## config.mk

```make
export PLATFORM = sky130hd
export DESIGN_NAME = pipelined_addsub
export DESIGN_NICKNAME = d
export VERILOG_FILES = /design/src/rtl/pipelined_addsub.sv
export SDC_FILE = /design/constraint.sdc
export NUM_CORES = 1
export LEC_CHECK = 0
export CAP_MARGIN = 5
export CORE_MARGIN = 2
export CORE_UTILIZATION = 59
export CTS_CLUSTER_SIZE = 10
export DETAILED_ROUTE_END_ITERATION = 7
export GPL_TIMING_DRIVEN = 0
export PLACE_DENSITY = 0.92
export SYNTH_ARGS = -nofsm -noshare
export SYNTH_HDL_FRONTEND = slang
export SYNTH_SLANG_ARGS = --single-unit
```

## constraint.sdc

```tcl
create_clock -name Clk_CI -period 5.7 [get_ports Clk_CI]
set_input_delay 0.57 -clock Clk_CI [delete_from_list [all_inputs] [get_ports Clk_CI]]
set_output_delay 0.57 -clock Clk_CI [all_outputs]
set_load 0.02 [all_outputs]
```

## src/rtl/pipelined_addsub.sv

```systemverilog
// ============================================================================
// Module   : pipelined_addsub
// Purpose  : Carry-pipelined add/subtract with valid/ready on both sides.
// Revision : 1.0 - initial release
// ============================================================================
`default_nettype none

module pipelined_addsub #(
  parameter int DATA_WIDTH = 12,
  parameter int NUM_SEG    = 3
) (
  input  logic                  Clk_CI,
  input  logic                  Rst_RI,
  input  logic                  In_Valid_SI,
  output logic                  In_Ready_SO,
  input  logic [DATA_WIDTH-1:0] A_DI,
  input  logic [DATA_WIDTH-1:0] B_DI,
  input  logic                  Cin_DI,
  input  logic                  Sub_SI,
  input  logic                  Clr_SI,
  output logic                  Out_Valid_SO,
  input  logic                  Out_Ready_SI,
  output logic [DATA_WIDTH-1:0] Sum_DO,
  output logic                  Cout_DO,
  output logic                  Ovf_DO
);

  localparam int SEG_W = DATA_WIDTH / NUM_SEG;
  localparam int MSB   = DATA_WIDTH - 1;

  logic                  w_adv;
  logic                  w_accept;

  logic [NUM_SEG:0]      valid_d, valid_q;
  logic [DATA_WIDTH-1:0] a_d   [NUM_SEG];
  logic [DATA_WIDTH-1:0] a_q   [NUM_SEG];
  logic [DATA_WIDTH-1:0] b_d   [NUM_SEG];
  logic [DATA_WIDTH-1:0] b_q   [NUM_SEG];
  logic [NUM_SEG-1:0]    carry_d, carry_q;
  // Rank 0 carries an all-zero partial sum so every rank merges uniformly.
  logic [DATA_WIDTH-1:0] sum_d [NUM_SEG+1];
  logic [DATA_WIDTH-1:0] sum_q [NUM_SEG+1];
  logic                  cout_d, cout_q;
  logic                  ovf_d, ovf_q;

  logic [SEG_W:0]        w_seg    [NUM_SEG];
  logic [DATA_WIDTH-1:0] w_merged [NUM_SEG];

  assign w_adv       = ~valid_q[NUM_SEG] | Out_Ready_SI;
  assign In_Ready_SO = w_adv & ~Clr_SI;
  assign w_accept    = In_Valid_SI & In_Ready_SO;

  assign Out_Valid_SO = valid_q[NUM_SEG];
  assign Sum_DO       = sum_q[NUM_SEG];
  assign Cout_DO      = cout_q;
  assign Ovf_DO       = ovf_q;

  always_comb begin
    valid_d = valid_q;
    a_d     = a_q;
    b_d     = b_q;
    carry_d = carry_q;
    sum_d   = sum_q;
    cout_d  = cout_q;
    ovf_d   = ovf_q;

    if (Clr_SI) begin
      valid_d = '0;
    end else if (w_adv) begin
      valid_d = {valid_q[NUM_SEG-1:0], w_accept};
    end

    sum_d[0] = '0;
    if (w_adv) begin
      a_d[0]     = A_DI;
      b_d[0]     = Sub_SI ? ~B_DI : B_DI;
      carry_d[0] = Sub_SI | Cin_DI;
    end

    // Rank k sums segment k-1 of the operands held by rank k-1.
    for (int k = 1; k <= NUM_SEG; k++) begin
      w_seg[k-1] = {1'b0, a_q[k-1][(k-1)*SEG_W +: SEG_W]}
                 + {1'b0, b_q[k-1][(k-1)*SEG_W +: SEG_W]}
                 + {{SEG_W{1'b0}}, carry_q[k-1]};
      w_merged[k-1] = sum_q[k-1];
      w_merged[k-1][(k-1)*SEG_W +: SEG_W] = w_seg[k-1][SEG_W-1:0];
      if (w_adv) begin
        sum_d[k] = w_merged[k-1];
      end
    end

    if (w_adv) begin
      for (int k = 1; k < NUM_SEG; k++) begin
        a_d[k]     = a_q[k-1];
        b_d[k]     = b_q[k-1];
        carry_d[k] = w_seg[k-1][SEG_W];
      end
      cout_d = w_seg[NUM_SEG-1][SEG_W];
      ovf_d  = (a_q[NUM_SEG-1][MSB] == b_q[NUM_SEG-1][MSB])
             & (w_merged[NUM_SEG-1][MSB] != a_q[NUM_SEG-1][MSB]);
    end
  end

  always_ff @(posedge Clk_CI or posedge Rst_RI) begin
    if (Rst_RI) begin
      valid_q <= '0;
      carry_q <= '0;
      cout_q  <= 1'b0;
      ovf_q   <= 1'b0;
      for (int k = 0; k < NUM_SEG; k++) begin
        a_q[k] <= '0;
        b_q[k] <= '0;
      end
      for (int k = 0; k <= NUM_SEG; k++) begin
        sum_q[k] <= '0;
      end
    end else begin
      valid_q <= valid_d;
      a_q     <= a_d;
      b_q     <= b_d;
      carry_q <= carry_d;
      sum_q   <= sum_d;
      cout_q  <= cout_d;
      ovf_q   <= ovf_d;
    end
  end

endmodule

`default_nettype wire
```

==> results.yml <==
clock_tree:
  htreeDepth: 3
  post-cts-setup-buffers: 0
  cts_buffers: 9
  insertion_delay_ns: 0.36
  post_cts_resized: 0
  cts.clk_slew.worst_paths_ns: 0.08
  clockBufferDepth: 2
  clock-sinks: 81
  cts_root_buf: "clkbuf_8"
  ctsHoldBuffers: 0
  cts_tree: "yes"
floorplanning:
  coreArea_um2: 5990
  dieArea_um2: 6900
  ios: 47
  die_y_um: 83.1
  start_util_pct: 61.6
  chipWidth_um: 83.1
  row_count: 28
synth:
  yosysMostFrequentCell: "nand2_1"
  netlist.area_leader.share_pct: 54.9
  yosys-top-cells-count: "nand2_1, dfrtp_1, o21ai_0"
  synth_nets: 443
  synth_cell_types: 27
  ys.flop_type: "dfrtp_1"
  postSynthCellCount: 397
  syn-cell-area_um2: 3690
  yosys.area.top_type: "dfrtp_1"
  ys_ff_latch: 81
  synth-warning-count: 0
  synth.avg_cell_area_um2: 9.29
  synth_edf_count: 0
  synth_area_leaders: "dfrtp_1, nand2_1, buf_4"
  ys_seq_area_share_pct: 54.9
  synth-async-reset-ratio_pct: 100
route:
  vias: 2826
  dr.first_iter.drc_count: 234
  ant_nets: 0
  wl_met2_mm: 3.94
  drc_errors: 0
  post_drt_wl_per_cell_um: 14.8
  highest_layer: "met4"
  dr_wl_met3_um: 424
  first_pass_iters: 5
  vias_per_cell: 5.30
  wirelength_mm: 7.87
  wl_met1_mm: 3.28
place:
  gp_congestion: 0.823
  hpwl_mm: 5.50
  port-buffer-count: 45
worst_setup_path:
  cp.required_ns: 5.13
  critical_path_class: "in -> out"
  critPathCaptureType: "primary output"
  worst-path-max-fanout: 10
  start_kind: "input pin"
  cp.arrival_ns: 2.40
layout:
  multi_input_area_um2: 1400
  fillers: 383
  num-nets-final: 500
  drive_gt1_share_pct: 10.7
  area_growth_pct: 21.5
  antenna_cells: 0
  ff_latch_area_um2: 2030
power_and_ir_drop:
  irDropWorstVdd_mv: 0.264
  power.density_nw_per_um2: 342
  p_leak_nw: 2.19
sta:
  fmax_mhz: 337
  slew_violations: 0
  rsz0062_at_grt: "no"
  period_share_pct: 52.1
  setup_viol: 0
  finClkSkew_ns: 0.00677
  tightest_slew_ns: 0.521
  timing.final.hold_violations: 0
  period_needed_ns: 2.97
  whs_ns: 0.472
  relSlewSlack_pct: 65.3
  tns_ns: 0
run:
  cap_viol_max_count: 0
status:
  outcome: "completed"
grt:
  grt_max_degree: 54
  grt_pass1_wl_mm: 13.5
  grt_use_total_pct: 24.9
  grt.overflow.total: 0
  antenna_found_initial: 0
  grt_pass1_vias: 2927
min_path:
  worst_hold_path_type: "reg -> reg"
## stage by stage
| stage | cells | area [um2] | util, % | setup WS (ns) | total power [mW] |
|---|---|---|---|---|---|
| 2_1_floorplan | 397 | 3690 | - | 3.05 | 0.942 |
| 3_3_place_gp | 517 | 4230 | 70.7 | 1.93 | 1.05 |
| 3_5_place_dp | 518 | 4260 | 71.2 | 2.74 | 1.08 |
| 4_1_cts | 533 | 4480 | 74.8 | 2.73 | 1.53 |
| 5_1_grt | 533 | 4480 | 74.8 | 2.68 | 1.60 |
| 6_report | 533 | 4480 | 74.8 | 2.73 | 1.53 |
## cell type report
class                      count  area share (%)
sequential                    81            45.2
multi-input combinational    269            31.2
timing repair buffer          46            10.7
buffer                        33            4.75
clock buffer                  10            3.07
tap                           75            2.09
clock inverter                 5            1.79
inverter                      14            1.23
## registers in the layout, summed over array words and instances (netlist names)
signal and cells:
a_q 24, b_q 24, Sum_DO 12, sum_q 12, valid_q 4, carry_q 3, Cout_DO 1, Ovf_DO 1
## final timing paths
path	startpoint	endpoint	slack, ns	depth (start not counted)
setup / recovery	Out_Ready_SI	In_Ready_SO	2.73	7
hold / removal	sum_q[14]	sum_q[14]	0.47	2
setup reg to reg	a_q[8]	Cout_DO	4.06	6
hold reg to reg	sum_q[14]	sum_q[14]	0.47	2
max in group asynchronous	Rst_RI	a_q[26]	4.59	3
min in group asynchronous	Rst_RI	a_q[20]	0.55	2
## per-layer routing
metal / vias up / track usage, %
li1: 1344 / -
met1: 1346 / 31.9
met2: 111 / 41.4
met3: 25 / 3.78
met4: 0 / 12.2
met5: - / 0
## kinds of logic after synthesis
| group | after synthesis | share of synthesized area (%) |
|---|---|---|
| XOR/XNOR | 13 | 3.09 |
| AND/OR/NAND/NOR | 192 | 20.5 |
| adder cells (fa/ha/maj) | 15 | 6.31 |
| multiplexers | 2 | 0.543 |
| flip-flops | 81 | 54.9 |
| buffers and inverters | 47 | 7.19 |
| AO/OA/AOI/OAI | 47 | 7.43 |
## worst max-delay path, cell delays in order
cell             delay (ns)
clkdlybuf4s50_1        0.53
nor2b_4                0.05
buf_6                  0.12
buf_4                  0.17
buf_2                  0.22
nor2_1                 0.12
clkdlybuf4s50_1        0.61
## where the power goes
| group | total [mW] | switching (mW) | internal (mW) |
|---|---|---|---|
| combinational | 0.349 | 0.166 | 0.183 |
| clock | 0.462 | 0.207 | 0.255 |
| sequential | 0.721 | 0.0549 | 0.666 |
| total | 1.53 | 0.428 | 1.10 |
## layout by cell type, fill, tap and decap left out
cell type	instances
xor2_1	2
nor2b_4	1
a21boi_0	2
o21ai_1	2
or4_1	2
inv_4	1
o41ai_2	1
a21o_1	3
dfrtp_1	81
buf_2	11
nor2_1	13
nand3_1	3
clkbuf_1	3
a21oi_1	13
inv_1	13
buf_4	18
o31ai_1	1
nor2b_1	5
clkinv_2	1
clkinvlp_4	2
clkdlybuf4s50_1	45
bufinv_16	2
o2111ai_1	2
fa_1	6
buf_16	1
nand2_1	167
mux2i_1	2
a211oi_1	2
nand2b_1	1
buf_6	1
xnor2_1	11
ha_1	9
o21ai_0	21
clkbuf_8	10
Power figures use the tool's default switching activity.
